**src/rtl/axil_reg_slave.sv**
```systemverilog
// AXI4-Lite register bank: ID, scratch, control, W1C interrupt status with
// enable mask, live status and NUM_USER user registers. Write address and
// write data are captured independently, then committed together on the
// following edge; read data is captured at the AR handshake.
module axil_reg_slave #(
  parameter int unsigned ADDR_WIDTH = 12,
  parameter int unsigned NUM_USER   = 8,
  parameter logic [31:0] ID_VALUE   = 32'h5246_0001
) (
  input  logic                   axilite_clk,
  input  logic                   axilite_rst,
  input  logic [ADDR_WIDTH-1:0]  s_axil_awaddr,
  input  logic [2:0]             s_axil_awprot,
  input  logic                   s_axil_awvalid,
  output logic                   s_axil_awready,
  input  logic [31:0]            s_axil_wdata,
  input  logic [3:0]             s_axil_wstrb,
  input  logic                   s_axil_wvalid,
  output logic                   s_axil_wready,
  output logic [1:0]             s_axil_bresp,
  output logic                   s_axil_bvalid,
  input  logic                   s_axil_bready,
  input  logic [ADDR_WIDTH-1:0]  s_axil_araddr,
  input  logic [2:0]             s_axil_arprot,
  input  logic                   s_axil_arvalid,
  output logic                   s_axil_arready,
  output logic [31:0]            s_axil_rdata,
  output logic [1:0]             s_axil_rresp,
  output logic                   s_axil_rvalid,
  input  logic                   s_axil_rready,
  input  logic [31:0]            status_in,
  input  logic [7:0]             irq_in,
  output logic [31:0]            ctrl_out,
  output logic [32*NUM_USER-1:0] user_out,
  output logic                   irq
);

  localparam int unsigned IW = ADDR_WIDTH - 2;
  localparam int unsigned UW = (NUM_USER > 1) ? $clog2(NUM_USER) : 1;

  localparam logic [IW-1:0] IDX_ID    = IW'(0);
  localparam logic [IW-1:0] IDX_SCR   = IW'(1);
  localparam logic [IW-1:0] IDX_CTRL  = IW'(2);
  localparam logic [IW-1:0] IDX_IST   = IW'(3);
  localparam logic [IW-1:0] IDX_IEN   = IW'(4);
  localparam logic [IW-1:0] IDX_STAT  = IW'(5);
  localparam logic [IW-1:0] IDX_USER  = IW'(16);
  localparam logic [IW-1:0] IDX_UEND  = IW'(16 + NUM_USER);

  logic          aw_held_q;
  logic [IW-1:0] aw_idx_q;
  logic          w_held_q;
  logic [31:0]   wdata_q;
  logic [3:0]    wstrb_q;
  logic          bvalid_q;
  logic [1:0]    bresp_q;
  logic          rvalid_q;
  logic [31:0]   rdata_q;
  logic [1:0]    rresp_q;

  logic [31:0]   scratch_q;
  logic [31:0]   ctrl_q;
  logic [7:0]    irq_status_q;
  logic [7:0]    irq_enable_q;
  logic          irq_q;
  logic [31:0]   user_q [NUM_USER];

  logic          commit;
  logic [IW-1:0] rd_idx;
  logic [UW-1:0] rd_uidx;
  logic [31:0]   rd_data;
  logic          rd_ok;
  logic [UW-1:0] wr_uidx;
  logic [31:0]   wr_old;
  logic [31:0]   wr_merged;
  logic          wr_ok;
  logic          wr_user;
  logic [7:0]    irq_clr;

  logic unused_ok;
  assign unused_ok = ^{s_axil_awprot, s_axil_arprot,
                       s_axil_awaddr[1:0], s_axil_araddr[1:0]};

  function automatic logic [31:0] merge_bytes(input logic [31:0] old_v,
                                              input logic [31:0] new_v,
                                              input logic [3:0]  strb);
    logic [31:0] r;
    r = old_v;
    for (int unsigned b = 0; b < 4; b++) begin
      if (strb[b]) r[8*b +: 8] = new_v[8*b +: 8];
    end
    return r;
  endfunction

  // Ready is withheld while a slot is full, and during reset itself.
  assign s_axil_awready = ~axilite_rst & ~aw_held_q & ~bvalid_q;
  assign s_axil_wready  = ~axilite_rst & ~w_held_q  & ~bvalid_q;
  assign s_axil_arready = ~axilite_rst & ~rvalid_q;
  assign s_axil_bvalid  = bvalid_q;
  assign s_axil_bresp   = bresp_q;
  assign s_axil_rvalid  = rvalid_q;
  assign s_axil_rdata   = rdata_q;
  assign s_axil_rresp   = rresp_q;
  assign ctrl_out       = ctrl_q;
  assign irq            = irq_q;
  assign commit         = aw_held_q & w_held_q;

  // Flatten the user register array onto the output bus.
  always_comb begin
    user_out = '0;
    for (int unsigned i = 0; i < NUM_USER; i++) begin
      user_out[32*i +: 32] = user_q[i];
    end
  end

  // Read decode against the live AR address.
  always_comb begin
    rd_idx  = s_axil_araddr[ADDR_WIDTH-1:2];
    rd_uidx = UW'(rd_idx - IDX_USER);
    rd_data = '0;
    rd_ok   = 1'b1;
    case (rd_idx)
      IDX_ID:   rd_data = ID_VALUE;
      IDX_SCR:  rd_data = scratch_q;
      IDX_CTRL: rd_data = ctrl_q;
      IDX_IST:  rd_data = {24'd0, irq_status_q};
      IDX_IEN:  rd_data = {24'd0, irq_enable_q};
      IDX_STAT: rd_data = status_in;
      default: begin
        if (rd_idx >= IDX_USER && rd_idx < IDX_UEND) rd_data = user_q[rd_uidx];
        else rd_ok = 1'b0;
      end
    endcase
  end

  // Write decode against the held AW address; RO registers decode as mapped.
  always_comb begin
    wr_uidx = UW'(aw_idx_q - IDX_USER);
    wr_old  = '0;
    wr_ok   = 1'b1;
    wr_user = 1'b0;
    case (aw_idx_q)
      IDX_ID, IDX_STAT, IDX_IST: wr_old = '0;
      IDX_SCR:  wr_old = scratch_q;
      IDX_CTRL: wr_old = ctrl_q;
      IDX_IEN:  wr_old = {24'd0, irq_enable_q};
      default: begin
        if (aw_idx_q >= IDX_USER && aw_idx_q < IDX_UEND) begin
          wr_old  = user_q[wr_uidx];
          wr_user = 1'b1;
        end else begin
          wr_ok = 1'b0;
        end
      end
    endcase
    wr_merged = merge_bytes(wr_old, wdata_q, wstrb_q);
    irq_clr   = (commit && aw_idx_q == IDX_IST && wstrb_q[0]) ? wdata_q[7:0] : '0;
  end

  // Write channel: independent AW/W capture, commit, and B response.
  always_ff @(posedge axilite_clk) begin
    if (axilite_rst) begin
      aw_held_q <= 1'b0;
      aw_idx_q  <= '0;
      w_held_q  <= 1'b0;
      wdata_q   <= '0;
      wstrb_q   <= '0;
      bvalid_q  <= 1'b0;
      bresp_q   <= 2'b00;
    end else begin
      if (s_axil_awvalid && s_axil_awready) begin
        aw_held_q <= 1'b1;
        aw_idx_q  <= s_axil_awaddr[ADDR_WIDTH-1:2];
      end
      if (s_axil_wvalid && s_axil_wready) begin
        w_held_q <= 1'b1;
        wdata_q  <= s_axil_wdata;
        wstrb_q  <= s_axil_wstrb;
      end
      if (commit) begin
        aw_held_q <= 1'b0;
        w_held_q  <= 1'b0;
        bvalid_q  <= 1'b1;
        bresp_q   <= wr_ok ? 2'b00 : 2'b10;
      end else if (bvalid_q && s_axil_bready) begin
        bvalid_q <= 1'b0;
      end
    end
  end

  // Register bank updates; an incoming irq_in pulse beats a same-edge W1C clear.
  always_ff @(posedge axilite_clk) begin
    if (axilite_rst) begin
      scratch_q    <= '0;
      ctrl_q       <= '0;
      irq_status_q <= '0;
      irq_enable_q <= '0;
      irq_q        <= 1'b0;
      for (int unsigned i = 0; i < NUM_USER; i++) user_q[i] <= '0;
    end else begin
      if (commit) begin
        if (aw_idx_q == IDX_SCR)  scratch_q    <= wr_merged;
        if (aw_idx_q == IDX_CTRL) ctrl_q       <= wr_merged;
        if (aw_idx_q == IDX_IEN)  irq_enable_q <= wr_merged[7:0];
        if (wr_user)              user_q[wr_uidx] <= wr_merged;
      end
      irq_status_q <= (irq_status_q & ~irq_clr) | irq_in;
      irq_q        <= |(irq_status_q & irq_enable_q);
    end
  end

  // Read channel: capture at the AR handshake, hold until R handshake.
  always_ff @(posedge axilite_clk) begin
    if (axilite_rst) begin
      rvalid_q <= 1'b0;
      rdata_q  <= '0;
      rresp_q  <= 2'b00;
    end else if (s_axil_arvalid && s_axil_arready) begin
      rvalid_q <= 1'b1;
      rdata_q  <= rd_data;
      rresp_q  <= rd_ok ? 2'b00 : 2'b10;
    end else if (rvalid_q && s_axil_rready) begin
      rvalid_q <= 1'b0;
    end
  end

endmodule

```
**config.mk**
```make
export PLATFORM = sky130hd
export DESIGN_NAME = axil_reg_slave
export DESIGN_NICKNAME = d
export VERILOG_FILES = /design/src/rtl/axil_reg_slave.sv
export SDC_FILE = /design/constraint.sdc
export NUM_CORES = 1
export LEC_CHECK = 0
export CAP_MARGIN = 20
export CORE_AREA = 2 2 221 223
export CTS_CLUSTER_SIZE = 10
export DETAILED_ROUTE_END_ITERATION = 10
export DIE_AREA = 0 0 223 225
export GPL_TIMING_DRIVEN = 1
export PLACE_DENSITY = 0.7
export SLEW_MARGIN = 20
export SYNTH_ARGS = -nofsm -noshare
export SYNTH_HDL_FRONTEND = slang
export SYNTH_SLANG_ARGS = --single-unit
```
**constraint.sdc**
```tcl
create_clock -name axilite_clk -period 3.37 [get_ports axilite_clk]
set_input_delay 0.8425 -clock axilite_clk [delete_from_list [all_inputs] [get_ports axilite_clk]]
set_output_delay 0.8425 -clock axilite_clk [all_outputs]
set_load 0.03 [all_outputs]
```
==> out/metrics.csv <==
metric;value;unit
status;complete, no violations;
yosysUniqueCellTypes;61;
place.gp.congestion;0.903;
cts_made_buffers;50;
drv_slew;0;
core_region_area;47500;sq um
setup_tns;0;ps
final_nets;2389;
skew;13.9;ps
crit_fanout;20;
async_flop_share;0;
synth_top_area_cell;edfxtp_1;
ys_seq_elements;424;
grt_max_degree;41;
row_count;80;
final_util;0.592;
drc;0;
drtIter0Drc;2249;
clock-sinks;424;
dp_cells;2839;
yosysSeqAreaShare;0.520;
power_density;459;nW/um^2
cts_buffer_depth;3;
die_h;225;um
synthTopCellsByArea;edfxtp_1, dfxtp_1, mux4_2;
layout.cells.non_filler;2931;
gr-usage-all-layers;0.351;
netlist_instances;1894;
cts_tree;yes;
synth_top_flop_cell;edfxtp_1;
yosysMostFrequentCell;edfxtp_1;
power.leakage;9.11;nW
clock.fmax;346;MHz
cts_setup_buffers;0;
grt_first_pass_wirelength;128000;um
path_clk_slew;60;ps
relSlewSlack;0.374;
viasPerCell;6.48;
syn-cell-area;21300;sq um
via_count;19000;
yosysWarnings;0;
routedWlPerCell;30.5;um
io_pins;443;
arrival;3300;ps
drive_gt1_frac;0.141;
cp-start-kind;flip-flop;
hold_buffers;0;
cap_violations;0;
antenna_found_initial;2;
n_fill_cell;3844;
crit_type;flip-flop to flip-flop;
syn2layout_area_growth;32.3;%
setup_violations;0;
endpoint_kind;flip-flop;
drt_pass1_iterations;6;
antenna_left;0;
yosysTopAreaCellShare;0.362;
hold_viol_final;0;
die_area;50200;sq um
io_buffers;430;
cp.required;3780;ps
grt_overflow_total;0;
grt_pass1_vias;19000;
fin_ws;478;ps
start_util;0.447;
routed_wl;89500;um
preCtsSetupSlack;235;ps
hold_class;flip-flop to flip-flop;
vdd_drop_max;0.341;mV
cts_root_buffer;clkbuf_16;
hpwlAfterDp;61200;um
cts_htree_levels;2;
period_minus_slack;2890;ps
period_share;0.858;
synthTopCellsByCount;edfxtp_1, nor3_1, nand2_1;
synth_edf_count;256;
die_w;223;um
p_total;12.9;mW
syn_area_per_cell;11.2;sq um
worstMarginPinSlew;938;ps
clkLatencyLatePin;590;ps
rsz0062_at_grt;false;
post_cts_resized;0;
[critical path, cell delays in order (launching register included)]
cell      delay (ps)
dfxtp_1          690
inv_1            530
nor3_2           280
buf_4            390
o211ai_1         220
and3_1           330
nor3_1           250
[metrics by stage]
stage               cell area (sq um)  hold slack (ps)
finish                          28100              456
global route                    28100              479
CTS                             28100              455
detailed placement              26600              447
global placement                26600              443
floorplan                       21300              432
[final cells by class]
type | count | area (sq um) | area share
Antenna cell | 1 | 2.50 | 0.0000890
Multi-Input combinational cell | 1267 | 9380 | 0.333
Sequential cell | 424 | 11100 | 0.393
Timing Repair Buffer | 520 | 5300 | 0.188
Clock inverter | 2 | 60.1 | 0.00214
Tap cell | 615 | 769 | 0.0274
Inverter | 13 | 48.8 | 0.00173
Clock buffer | 89 | 1510 | 0.0538
[power breakdown]
group / internal [mW] / switching [mW] / leakage [nW]
Clock: 3.16 / 2.15 / 0.753
Combinational: 0.699 / 1.08 / 4.35
Sequential: 5.65 / 0.190 / 4.01
Total: 9.51 / 3.42 / 9.11
[cells in the final DEF (no fill, tap or decap), drive strengths merged, types with 10 or more instances in the layout]
master	count
a22oi	34
a22o	16
a221oi	18
dfxtp	168
a21oi	106
o31ai	46
edfxtp	256
o311a	16
a221o	12
clkdlybuf4s50	425
and3	21
nor3	203
nor2	129
clkbuf	89
inv	11
o21ai	59
nand2	200
mux4	97
mux2i	92
a2111oi	12
a31oi	12
nand3	27
a32oi	19
nor2b	35
and2	10
buf	95
o211ai	21
nor4	12
a211oi	12
[sequential cells by signal (all words and copies together), names as in the netlist, 4 cells and up, named ones only]
| signal | cells |
|---|---|
| user_q | 256 |
| ctrl_out | 32 |
| s_axil_rdata | 32 |
| scratch_q | 32 |
| wdata_q | 32 |
| aw_idx_q | 10 |
| irq_enable_q | 8 |
| irq_status_q | 8 |
| wstrb_q | 4 |
[final timing paths]
check                           slack, ps                          end  cells past startpoint                     start
worst max-delay path                  480  user_q[3][22]$_SDFFCE_PN0P_                      6  aw_idx_q[4]$_SDFFE_PP0P_
worst max register to register        480  user_q[3][22]$_SDFFCE_PN0P_                      6  aw_idx_q[4]$_SDFFE_PP0P_
worst min-delay path                  460     wdata_q[10]$_SDFFE_PP0P_                      2  wdata_q[10]$_SDFFE_PP0P_
worst min register to register        460     wdata_q[10]$_SDFFE_PP0P_                      2  wdata_q[10]$_SDFFE_PP0P_
[kinds of logic (layout without fill, tap and decap cells)]
kind of cell / Yosys count / count (layout) / synth area share
and+or+nand+nor: 669 / 669 / 0.149
DFF: 424 / 424 / 0.520
AOI/OAI and AO/OA: 404 / 404 / 0.139
buffers and inverters: 204 / 624 / 0.0444
muxes: 192 / 192 / 0.148
other: 1 / 3 / 0.000176
[layer usage]
layer  share of wire  routed length, um  GRT usage  vias to the layer above
met5         0.00015                 13          0                        -
met3            0.12              10800      0.105                      275
met1            0.37              32800      0.437                     9324
met2            0.46              41500      0.568                     1341
met4           0.049               4360      0.152                        2
li1                -                  -          -                     8042
Note: power is estimated with default switching activity, not from simulation.
